==> src/rtl/text_term_writer.sv <==
// Terminal-style writer for the VGA text buffer: decodes a byte stream, keeps the
// cursor, writes glyphs, scrolls at the bottom row and blanks newly exposed lines.
module text_term_writer #(
    parameter int H_DISP = 1280,
    parameter int V_DISP = 1024,
    parameter bit CLEAR_ON_RESET = 1'b1,
    localparam int H_CHARS = H_DISP / 8,
    localparam int V_CHARS = V_DISP / 8,
    localparam int MAX_CHARS = H_CHARS * V_CHARS,
    localparam int AW = $clog2(MAX_CHARS),
    localparam int CW = $clog2(H_CHARS)
) (
    input  logic          clk_i,
    input  logic          rst_i,
    input  logic          in_valid_i,
    input  logic [7:0]    in_char_i,
    output logic          in_ready_o,
    output logic          we_o,
    output logic [AW-1:0] addr_write_o,
    output logic [7:0]    data_write_o,
    output logic          scroll_o,
    output logic [AW-1:0] cursor_addr_o
);
    // state | meaning
    // IDLE     | waiting for a byte, in_ready high
    // WRITE    | single glyph write in flight
    // SCROLL   | one-cycle scroll pulse to the display
    // CLR_LINE | blanking the newly exposed line
    // CLR_ALL  | blanking the whole buffer
    localparam logic [2:0] IDLE     = 3'd0;
    localparam logic [2:0] WRITE    = 3'd1;
    localparam logic [2:0] SCROLL   = 3'd2;
    localparam logic [2:0] CLR_LINE = 3'd3;
    localparam logic [2:0] CLR_ALL  = 3'd4;

    localparam int RW = (V_CHARS > 1) ? $clog2(V_CHARS) : 1;
    localparam logic [AW-1:0] H_STEP    = AW'(H_CHARS);
    localparam logic [AW-1:0] LAST_LINE = AW'(MAX_CHARS - H_CHARS);
    localparam logic [AW:0]   LINE_CNT  = (AW + 1)'(H_CHARS);
    localparam logic [AW:0]   ALL_CNT   = (AW + 1)'(MAX_CHARS);
    localparam logic [2:0]    RST_STATE = CLEAR_ON_RESET ? CLR_ALL : IDLE;

    logic [2:0]    state_q, state_d;
    logic [CW-1:0] col_q, col_d;
    logic [RW-1:0] row_q, row_d;
    logic [AW-1:0] line_q, line_d;
    logic [AW-1:0] top_q, top_d;
    logic [AW:0]   cnt_q, cnt_d;
    logic          nl_q, nl_d;
    logic          we_q, we_d;
    logic [AW-1:0] addr_q, addr_d;
    logic [7:0]    data_q, data_d;
    logic          scroll_q, scroll_d;
    logic          ready_q, ready_d;
    logic [AW-1:0] cursor_q, cursor_d;
    logic          accept;
    logic          do_nl;

    function automatic logic [AW-1:0] line_adv(input logic [AW-1:0] a);
        if (a >= LAST_LINE) return '0;
        return a + H_STEP;
    endfunction

    assign accept = in_valid_i && ready_q;

    always_comb begin
        state_d  = state_q;
        col_d    = col_q;
        row_d    = row_q;
        line_d   = line_q;
        top_d    = top_q;
        cnt_d    = cnt_q;
        nl_d     = nl_q;
        we_d     = 1'b0;
        addr_d   = addr_q;
        data_d   = data_q;
        scroll_d = 1'b0;
        do_nl    = 1'b0;

        case (state_q)
            IDLE: begin
                if (accept) begin
                    if (in_char_i >= 8'h20 && in_char_i <= 8'h7E) begin
                        we_d    = 1'b1;
                        addr_d  = line_q + AW'(col_q);
                        data_d  = in_char_i;
                        state_d = WRITE;
                        nl_d    = (col_q == CW'(H_CHARS - 1));
                        if (col_q < CW'(H_CHARS - 1)) col_d = col_q + CW'(1);
                    end else begin
                        case (in_char_i)
                            8'h0A: do_nl = 1'b1;
                            8'h0D: col_d = '0;
                            8'h08: begin
                                if (col_q != '0) begin
                                    col_d   = col_q - CW'(1);
                                    we_d    = 1'b1;
                                    addr_d  = line_q + AW'(col_q - CW'(1));
                                    data_d  = 8'h20;
                                    nl_d    = 1'b0;
                                    state_d = WRITE;
                                end
                            end
                            8'h0C: begin
                                cnt_d   = '0;
                                state_d = CLR_ALL;
                            end
                            default: ;
                        endcase
                    end
                end
            end
            WRITE: begin
                if (nl_q) do_nl = 1'b1;
                else      state_d = IDLE;
            end
            SCROLL: begin
                cnt_d   = '0;
                state_d = CLR_LINE;
            end
            CLR_LINE: begin
                if (cnt_q < LINE_CNT) begin
                    we_d   = 1'b1;
                    addr_d = line_q + cnt_q[AW-1:0];
                    data_d = 8'h20;
                    cnt_d  = cnt_q + (AW + 1)'(1);
                end else begin
                    state_d = IDLE;
                end
            end
            CLR_ALL: begin
                if (cnt_q < ALL_CNT) begin
                    we_d   = 1'b1;
                    addr_d = cnt_q[AW-1:0];
                    data_d = 8'h20;
                    cnt_d  = cnt_q + (AW + 1)'(1);
                end else begin
                    // display top pointer is not ours to reset, so the cursor follows it
                    row_d   = '0;
                    col_d   = '0;
                    line_d  = top_q;
                    state_d = IDLE;
                end
            end
            default: state_d = IDLE;
        endcase

        if (do_nl) begin
            col_d = '0;
            nl_d  = 1'b0;
            if (row_q < RW'(V_CHARS - 1)) begin
                row_d   = row_q + RW'(1);
                line_d  = line_adv(line_q);
                state_d = IDLE;
            end else begin
                top_d    = line_adv(top_q);
                line_d   = line_adv(line_q);
                scroll_d = 1'b1;
                state_d  = SCROLL;
            end
        end

        ready_d  = (state_d == IDLE);
        cursor_d = line_d + AW'(col_d);
    end

    always_ff @(posedge clk_i) begin
        if (rst_i) begin
            state_q  <= RST_STATE;
            col_q    <= '0;
            row_q    <= '0;
            line_q   <= '0;
            top_q    <= '0;
            cnt_q    <= '0;
            nl_q     <= 1'b0;
            we_q     <= 1'b0;
            addr_q   <= '0;
            data_q   <= '0;
            scroll_q <= 1'b0;
            ready_q  <= 1'b0;
            cursor_q <= '0;
        end else begin
            state_q  <= state_d;
            col_q    <= col_d;
            row_q    <= row_d;
            line_q   <= line_d;
            top_q    <= top_d;
            cnt_q    <= cnt_d;
            nl_q     <= nl_d;
            we_q     <= we_d;
            addr_q   <= addr_d;
            data_q   <= data_d;
            scroll_q <= scroll_d;
            ready_q  <= ready_d;
            cursor_q <= cursor_d;
        end
    end

    assign in_ready_o    = ready_q;
    assign we_o          = we_q;
    assign addr_write_o  = addr_q;
    assign data_write_o  = data_q;
    assign scroll_o      = scroll_q;
    assign cursor_addr_o = cursor_q;

endmodule

==> config.mk <==
export PLATFORM = sky130hd
export DESIGN_NAME = text_term_writer
export DESIGN_NICKNAME = d
export VERILOG_FILES = /design/src/rtl/text_term_writer.sv
export SDC_FILE = /design/constraint.sdc
export NUM_CORES = 1
export LEC_CHECK = 0
export BUFFER_PORTS_ARGS = -buffer_cell sky130_fd_sc_hd__clkbuf_2
export CAP_MARGIN = 20
export CORE_MARGIN = 10
export CORE_UTILIZATION = 50
export CTS_CLUSTER_DIAMETER = 40
export DETAILED_ROUTE_END_ITERATION = 7
export PLACE_DENSITY = 0.68
export SYNTH_ARGS = -nofsm -noshare
export SYNTH_HDL_FRONTEND = slang
export SYNTH_SLANG_ARGS = --single-unit
==> constraint.sdc <==
create_clock -name clk_i -period 6.35 [get_ports clk_i]
set_input_delay 0.635 -clock clk_i [delete_from_list [all_inputs] [get_ports clk_i]]
set_output_delay 0.635 -clock clk_i [all_outputs]
set_load 0.01 [all_outputs]
# Yosys cells after proc, flatten, opt, wreduce, memory -nomap -nowiden
# Cells that the tools add are included.
classes:
  add_sub_neg: 11
  multipliers: 0
  div_mod_pow: 0
  magnitude_cmp: 8
  eq_ne: 16
  shifts: 0
  mux: 75
  n_bitwise: 2
  n_reduce_logical: 15
op_table:
  columns: ["op", "n"]
  rows:
  - ["2-to-1 mux 15 bit", 15]
  - ["2-to-1 mux 8 bit", 12]
  - ["2-to-1 mux 16 bit", 5]
  - ["case mux 16 bit (4 select lines)", 1]
  - ["case mux 15 bit (3 select lines)", 1]
  - ["equality test 8 x 4 -> 1 bit (second input constant)", 4]
  - ["case mux 8 bit (2 select lines)", 2]
  - ["adder 15 bit", 2]
  - ["adder 15 x 8 -> 15 bit", 2]
  - ["adder 15 x 8 -> 15 bit (second input constant)", 2]
  - ["greater-or-equal comparator 15 bit (second input constant)", 2]
  - ["2-to-1 mux 7 bit", 4]
  - ["case mux 8 bit (3 select lines)", 1]
  - ["2-to-1 mux 1 bit", 22]
  - ["2-to-1 mux 3 bit", 7]
  - ["adder 16 x 1 -> 16 bit (second input constant)", 1]
  - ["less-than comparator 16 x 15 -> 1 bit (second input constant)", 1]
  - ["less-than comparator 16 x 8 -> 1 bit (second input constant)", 1]
  - ["case mux 3 bit (5 select lines)", 1]
  - ["AND reduction 6 bit", 2]
  - ["subtractor 8 x 1 -> 9 bit (second input constant)", 1]
  - ["adder 8 x 1 -> 8 bit (second input constant)", 1]
  - ["equality test 8 bit (second input constant)", 1]
  - ["greater-or-equal comparator 8 x 6 -> 1 bit (second input constant)", 1]
  - ["26 further kinds", 35]
word_totals:
  regBits: 106
  latchBits: 0
  ram_bits: 0
  mem_bits_ro: 0
  in_bits: 11
  out_inout_bits: 41
  elab_cells: 140
  memories: 0

# Logic depth before layout (Yosys ltp)
# Gate-level depths: netlist (run 1).
depth:
  word_depth: 10
  depth_mapped: 20

# Worst setup path after synthesis (run 1)
# No wires, ideal clock.
synth_timing:
  path_type: "input -> register"
  start: "input port in_char_i[5]"
  end: "register cursor_q[12] (netlist: cursor_addr_o[12])"
  setup_time_ns: 0.121
  arrival_ns: 4.303
  path_slack_ns: 1.927
  cell_stages: 16
  n_path_buf: 3
  path_cell_list: "or4_4 nor4_4 or2_2 buf_2 buf_1 clkbuf_1 nor2_1 ha_1 fa_1 a21o_1 a21oi_1 o21bai_1 a21oi_1 o21ai_0 nor2b_1 mux2_2"
synth_via:
  elab_chain_cells: 7
  elab_cells_between_ends: 17
  classes_between: "add/sub (1); order compare (2); eq/ne (3); mux (10); reduce/logical (1)"
synth_rtl:
  columns: ["item", "line_no", "source"]
  rows:
  - ["start: declaration", "16", "input logic [7:0] in_char_i,"]
  - ["greater-or-equal comparator 8 x 6 -> 1 bit (tied with other cells)", "83", "if (in_char_i >= 8'h20 && in_char_i <= 8'h7E) begin"]
  - ["logical AND 1 bit (tied with other cells)", "83", null]
  - ["2-to-1 mux 8 bit / 2-to-1 mux 1 bit (equally long branches)", "83", null]
  - ["2-to-1 mux 8 bit / 2-to-1 mux 1 bit (equally long branches)", "82", "if (accept) begin"]
  - ["case mux 8 bit (2 select lines) / case mux 1 bit (2 select lines) (equally long branches)", "80", "case (state_q)"]
  - ["2-to-1 mux 8 bit (*)", "148", "if (do_nl) begin"]
  - ["net col_d[0]", "44", "logic [CW-1:0] col_q, col_d;"]
  - ["adder 15 x 8 -> 15 bit (*)", "164", "cursor_d = line_d + AW'(col_d);"]
  - ["end signal: assignment", "195", "cursor_q <= cursor_d;"]
  - ["end: declaration", "55", "logic [AW-1:0] cursor_q, cursor_d;"]
# Mark *: on every way through the listed nets, which the timed path passes. The rest lies on a longest branch.
# A chain may end at the register's enable or synchronous reset.

# Worst setup path in the final report (run 1)
layout_timing:
  start: "register col_q[0]"
  end: "register addr_q[14] (netlist: addr_write_o[14])"
layout_via:
  elab_chain_cells: 7
  elab_cells_between_ends: 11
  classes_between: "add/sub (3); eq/ne (1); mux (5); reduce/logical (2)"
layout_rtl:
  columns: ["item", "line_no", "source"]
  rows:
  - ["start: declaration", "44", null]
  - ["start signal: assignment", "184", "col_q <= col_d;"]
  - ["subtractor 8 x 1 -> 9 bit", "98", "addr_d = line_q + AW'(col_q - CW'(1));"]
  - ["adder 15 bit", "98", null]
  - ["2-to-1 mux 15 bit", "95", "if (col_q != '0) begin"]
  - ["2-to-1 mux 15 bit", "91", "case (in_char_i)"]
  - ["2-to-1 mux 15 bit", "83", null]
  - ["2-to-1 mux 15 bit", "82", null]
  - ["case mux 15 bit (3 select lines)", "80", null]
  - ["end signal: assignment", "191", "addr_q <= addr_d;"]
  - ["end: declaration", "51", "logic [AW-1:0] addr_q, addr_d;"]
# Parallel ways exist; a longest one is shown, timed or not. The select of a mux whose other input is x is not followed.

==> results of run 1 <==
==> logic make-up (layout without fill, tap and decap cells) <==
family | after synthesis | after routing | share of synthesized area
buf+inv | 60 | 92 | 0.0389
fa+ha+maj | 31 | 31 | 0.0663
simple gates | 327 | 327 | 0.270
mux | 8 | 8 | 0.0138
flops | 101 | 101 | 0.333
xor+xnor | 46 | 46 | 0.0663
compound gates | 196 | 196 | 0.212
==> report_power, final <==
group | internal, mW | switching, mW
clock network | 0.275 | 0.266
logic | 0.0249 | 0.0433
registers | 0.636 | 0.00353
total | 0.936 | 0.313
==> Yosys cell counts, drive strengths merged, types with 8 or more instances <==
library cell    n
nand3          30
ha             29
nor3           26
xor2           16
nor4           12
nand4           8
nor2           98
inv            16
and2           21
nand2          74
o22ai           9
and3           15
o21ai          43
a21oi          52
dfxtp         101
xnor2          30
a211oi          9
clkbuf         33
a31oi           8
buf            10
a21o           15
==> layout make-up <==
cell class / count / area (µm²) / share of cell area
Sequential cell: 101 / 2020 / 0.301
Clock inverter: 7 / 68.8 / 0.0103
Tap cell: 147 / 184 / 0.0274
Inverter: 17 / 63.8 / 0.00951
Timing Repair Buffer: 59 / 328 / 0.0488
Multi-Input combinational cell: 608 / 3820 / 0.569
Clock buffer: 9 / 225 / 0.0336
==> per-stage QoR <==
| stage | hold slack [ps] | total power [mW] | util | cell area (µm²) |
|---|---|---|---|---|
| final | 451 | 1.25 | 0.561 | 6710 |
| after CTS | 458 | 1.26 | 0.558 | 6680 |
| after global routing | 480 | 1.30 | 0.561 | 6710 |
| after global placement | 440 | 0.719 | 0.534 | 6380 |
| after detailed placement | 448 | 0.720 | 0.534 | 6380 |
| after floorplan | 435 | 0.701 | - | 6070 |
==> registers in the layout (all words and copies together), names as in the netlist <==
name	count
addr_write_o	15
cnt_q	16
col_q	8
cursor_addr_o	15
data_write_o	8
in_ready_o	1
line_q	15
nl_q	1
row_q	7
scroll_o	1
state_q	3
top_q	10
we_o	1
==> placed cells by master, fill, tap and decap left out, types with 4 or more instances in the layout <==
cell type    n
o21bai_1     5
o31ai_1      4
buf_4        7
nor3b_1      5
clkbuf_16    9
clkbuf_2    51
inv_1       16
a31oi_1      8
mux2i_1      5
ha_1        29
and2_1      21
nor2_1      98
nand3b_1     6
o211ai_1     6
a211o_1      4
a211oi_1     9
dfxtp_1    101
o21ai_0     40
a21o_1      15
nand2_1     74
a21oi_1     52
a311oi_1     7
nand3_1     30
o21a_1       6
or3_1        4
and3_1      15
nor4_1      11
xnor2_1     30
nand2b_1     6
o22ai_1      8
xor2_1      16
nor3_1      26
nand4_1      8
nor2b_1      6
==> worst max-delay path, delay by kind of cell, from the launching register on <==
kind,cells,cell delay [ps]
xor gates and xnor gates,1,200
and+or+nand+nor,3,1400
muxes,1,210
buffers and inverters,1,160
DFF,1,370
AOI/OAI and AO/OA,7,1800
adders and majority gates,2,520
==> routing by layer <==
layer,global-route usage,part of all wire
met1,0.252,0.47
met5,0,0
met3,0.0462,0.050
met2,0.325,0.48
met4,0.0410,0.0086
==> how the worst min path moves through the flow <==
stage                    start              end  slack [ps]
5_1_grt        data_write_o[3]  data_write_o[3]         480
3_3_place_gp   data_write_o[6]  data_write_o[6]         440
3_5_place_dp   data_write_o[6]  data_write_o[6]         450
4_1_cts        data_write_o[6]  data_write_o[6]         460
6_report       data_write_o[6]  data_write_o[6]         450
2_1_floorplan        cnt_q[15]        cnt_q[15]         440
==> results.toml, run 1 <==
[sta]
finClkSkew_ps = 12.0
fin_crit_sh = 0.749
worst_slack_ps = 1590
fmax_mhz = 210
final_max_slew_viol_count = 0
finalSetupTns_ps = 0
finalSetupViolCount = 0
hold_violations = 0
max-slew-margin-rel = 0.293
rsz0062_at_grt = "false"
tightest_slew_ps = 1050
period_minus_slack_ps = 4760

[placed_design]
placed_cells = 929
portBuffers = 51
pre_cts_slack_ps = 1530
place_hpwl_um = 12000
gp_congestion = 0.905

[synth]
synth_nets = 811
yosysTopAreaCellShare = 0.333
ys_warn_count = 0
ys_async_sr_fraction = 0
yosys_register_bits = 101
synth.distinct_cells = 70
synth_edf_count = 0
seq_area_frac_synth = 0.333
syn_area_mm2 = 0.00607
yosysTopAreaCell = "dfxtp_1"
synth.area.top_cells = "dfxtp_1 33%, nor2_1 6.1%, ha_1 6.0%"
synthCells = 769
yosys_most_used_dff = "dfxtp_1"
avgSynthCellArea_um2 = 7.90

[die]
fp-row-count = 40
initial_utilization = 0.508
die_height_um = 130
pin_count = 52
die_area_mm2 = 0.0170
die_x_um = 130
core_area_mm2 = 0.0120

[global_route]
grt_pass1_vias = 5304
overflow = 0
grt_max_degree = 52
antenna_found_initial = 0
grt_usage = 0.196
grt_pass1_wl_um = 26800

[worst_setup_path]
worst_setup_path_start_kind = "flip-flop"
endpoint_kind = "flip-flop"
crit_type = "flip-flop to flip-flop"
critical_path.endpoint = "addr_write_o[14]"
worst-r2r-setup-slack_ps = 1590
crit_required_ps = 6600
max_stage_delay_ps = 710
rr_endpoint = "addr_write_o[14]"
cp.arrival_ps = 5010
r2r-start = "col_q[0]"
crit_path_start = "col_q[0]"
slowest_stage = "nor3_1"
path_cells = "inv_1 -> ha_1 -> nor3b_1 -> nand3b_1 -> nor3_1 -> a21o_1 -> ha_1 -> a21o_1 -> a21oi_1 -> o21ai_0 -> a211oi_1 -> xnor2_1 -> mux2i_1 -> a211oi_1 -> a31o_2"
cp_max_fo = 8
ff2ff_path_depth = 15

[route]
drt_iter0_drc = 443
routed_wl_um = 16100
dr.pass1.iters = 7
vias = 5600
drc = 0
viasPerCell = 5.91
postRouteAntennaNets = 0
avgRoutedWirePerCell_um = 17.0

[run_status]
status = "completed"

[pwr]
leakage_nw = 2.75
p_per_area_mw_per_mm2 = 186
ir_drop_mv = 0.164

[worst_hold_path]
holdCritPathClass = "flip-flop to flip-flop"
hold_depth = 2

[cts]
root_buffer = "clkbuf_16"
clockBufferDepth = 2
cts_tree = "done"
clk_latency_ps = 360
hold_buffers = 0
cts_setup_buffers = 0
clock_sinks = 101
ctsResizeCount = 0
cts_inserted_buffers = 9
clkSlewWorstSetupHoldPaths_ps = 70
htree_levels = 3

[run]
drv_cap = 0

[finish]
n_antenna_cell = 0
drive_above_1_share = 0.119
final_cells = 948
area_growth_pct = 10.5
fillers = 1149
num-nets-final = 838
No activity file was read; power rests on OpenSTA's default activity.
==> run 2: changes to the inputs <==
--- a/config.mk
+++ b/config.mk
@@ -5,13 +5,14 @@
 export SDC_FILE = /design/constraint.sdc
 export NUM_CORES = 1
 export LEC_CHECK = 0
+export ABC_AREA = 1
 export BUFFER_PORTS_ARGS = -buffer_cell sky130_fd_sc_hd__clkbuf_2
 export CAP_MARGIN = 20
 export CORE_MARGIN = 10
 export CORE_UTILIZATION = 50
 export CTS_CLUSTER_DIAMETER = 40
 export DETAILED_ROUTE_END_ITERATION = 7
-export PLACE_DENSITY = 0.68
+export PLACE_DENSITY = 0.67
 export SYNTH_ARGS = -nofsm -noshare
 export SYNTH_HDL_FRONTEND = slang
 export SYNTH_SLANG_ARGS = --single-unit
==> constraint.sdc (replaced) <==
create_clock -name clk_i -period 4.7 [get_ports clk_i]
set_input_delay 0.47 -clock clk_i [delete_from_list [all_inputs] [get_ports clk_i]]
set_output_delay 0.47 -clock clk_i [all_outputs]
set_load 0.01 [all_outputs]
==> run 2 against run 1 <==
Effect of this change:
- design area increased by 5.4%
- setup slack got worse by 620 ps
- die area increased by 4.7%
- non-clock buffer count decreased by 2
- count of clock-buffer cells in the layout increased by 1
- flip-flop and latch count unchanged
- area after synthesis increased by 5.6%
- critical endpoint is now cursor_addr_o[14]
==> results.toml, run 2 <==
[global_route]
antenna_found_initial = 0
grt_pass1_wl_um = 29200
grt_usage = 0.196
grt_max_degree = 40
grt_pass1_vias = 5828
overflow = 0

[worst_setup_path]
worst_setup_path_start_kind = "flip-flop"
rr_endpoint = "cursor_addr_o[14]"
crit_required_ps = 4940
cp_max_fo = 10
crit_type = "flip-flop to flip-flop"
r2r-start = "line_q[5]"
cp.arrival_ps = 3970
ff2ff_path_depth = 21
endpoint_kind = "flip-flop"
worst-r2r-setup-slack_ps = 970

[sta]
worst_slack_ps = 973
final_max_slew_viol_count = 0
rsz0062_at_grt = "false"
period_minus_slack_ps = 3730
finClkSkew_ps = 11.6
finalSetupTns_ps = 0
hold_violations = 0
fin_crit_sh = 0.793
tightest_slew_ps = 852
max-slew-margin-rel = 0.428
fmax_mhz = 268
finalSetupViolCount = 0

[synth]
seq_area_frac_synth = 0.315
synth_nets = 1016
ys_async_sr_fraction = 0
synth_compound_area_frac = 0.196
synth_common_cells = "190 x nand2_1, 117 x nor2_1, 113 x a21oi_1, 105 x inv_1, 101 x dfxtp_1"
ys_warn_count = 0
avgSynthCellArea_um2 = 6.58
yosys_most_used_dff = "dfxtp_1"
synth.area.top_cells = "dfxtp_1 32%, nand2_1 11%, a21oi_1 8.8%"
synthAdderAreaFrac = 0.0628
yosys_register_bits = 101
muxShareOfSynthArea = 0
synth-simple-area-share = 0.306
yosysTopAreaCell = "dfxtp_1"
yosysTopAreaCellShare = 0.315
synth_top_family_by_area = "simple AND/OR/NAND/NOR gates"
synth-xor-area-share = 0.0246
yosysMostFrequentCell = "nand2_1"
synth.distinct_cells = 44
syn_area_mm2 = 0.00641
synth_edf_count = 0
synthCells = 974

[route]
postRouteAntennaNets = 0
vias = 6368
routed_wl_um = 17500
drc = 0
viasPerCell = 5.35
drt_iter0_drc = 510
avgRoutedWirePerCell_um = 14.7
dr.pass1.iters = 5

[finish]
layout_common_cells = "190 x nand2_1, 117 x nor2_1, 113 x a21oi_1, 105 x inv_1, 101 x dfxtp_1"
stdcell_area_mm2 = 0.00708
num-nets-final = 1057
n_antenna_cell = 0
top_register = "cnt_q"
final_common_cell = "nand2_1"
largest_reg_flops = 16
final_cells = 1191
area_growth_pct = 10.3
drive_above_1_share = 0.112

[run]
drv_cap = 0

[placed_design]
pre_cts_slack_ps = 889
place_area_mm2 = 0.00678
placed_cells = 1176
place_hpwl_um = 13300
portBuffers = 51
gp_congestion = 0.941

[die]
pin_count = 52
die_height_um = 133
fp-row-count = 41
initial_utilization = 0.510
core_area_mm2 = 0.0126
die_x_um = 133
die_area_mm2 = 0.0178

[cts]
cts_inserted_buffers = 9
clock_sinks = 101
htree_levels = 3
hold_buffers = 0
cts_setup_buffers = 0
ctsResizeCount = 0
root_buffer = "clkbuf_16"
cts_tree = "done"
clkSlewWorstSetupHoldPaths_ps = 70
clk_latency_ps = 350
clockBufferDepth = 2

[pwr]
leakage_nw = 3.11
ir_drop_mv = 0.203
p_per_area_mw_per_mm2 = 242
power_mw = 1.71

[worst_hold_path]
worstHoldStart = "in_char_i[5]"
hold-path-endpoint = "data_write_o[5]"
holdCritPathClass = "primary input to flip-flop"
hold_depth = 3

[run_status]
status = "completed"
==> run 2: kinds of logic after synthesis <==
logic type / count (synthesis)
xor+xnor: 18
simple gates: 449
compound gates: 227
buf+inv: 148
flops: 101
fa+ha+maj: 31
==> run 2: metal layers <==
metal  up-vias  routed length (µm)  track usage
met5         -                   0            0
met2       187                7770        0.301
met3        19                 929       0.0365
met1      2843                8490        0.271
met4         0                 283       0.0574
li1       3319                   -            -
==> run 2: cell type report <==
class	instances	area, µm²
inverter	121	454
sequential	101	2020
multi-input combinational	725	3790
timing repair buffer	57	300
tap	172	215
clock buffer	10	239
fill	1281	5490
clock inverter	5	60.1
==> run 2: critical path: stages (launching register included) <==
cell and delay, ps:
dfxtp_1 360, ha_1 240, nor2_2 150, nor2_2 90, a21oi_1 130, nand2_1 70, nand2_1 180, nand2_1 200
o21ai_0 130, clkinv_1 250, nor2_1 230, ha_1 220, fa_1 210, nand2_1 60, nand2_1 50, a21oi_1 90
o211ai_1 280, nand3_1 230, nor2_4 180, nand3_1 110, nor2_1 110, a21oi_1 50
==> run 2: stage by stage <==
stage	hold slack, ps	util
final	392	0.563
after global routing	392	0.563
after CTS	382	0.563
after detailed placement	438	0.539
after global placement	436	0.539
after floorplan	440	-
==> run 2: where the power goes <==
group          leakage, nW  switching, mW  internal, mW  total [mW]
clock network        0.145          0.324         0.426       0.751
registers            0.815        0.00412         0.860       0.864
logic                 2.15         0.0693        0.0308       0.100
total                 3.11          0.398          1.32        1.71
==> run 2: worst max path at each step <==
| stage | startpoint | to | slack, ps | cells past startpoint |
|---|---|---|---|---|
| after global routing | line_q[5] | cursor_addr_o[14] | 640 | 21 |
| after detailed placement | in_char_i[2] | cursor_addr_o[14] | 890 | 23 |
| after global placement | in_char_i[3] | cursor_addr_o[12] | 1010 | 22 |
| after CTS | line_q[5] | cursor_addr_o[14] | 1010 | 21 |
| final | line_q[5] | cursor_addr_o[14] | 970 | 21 |
| after floorplan | col_q[0] | cursor_addr_o[10] | 1610 | 20 |
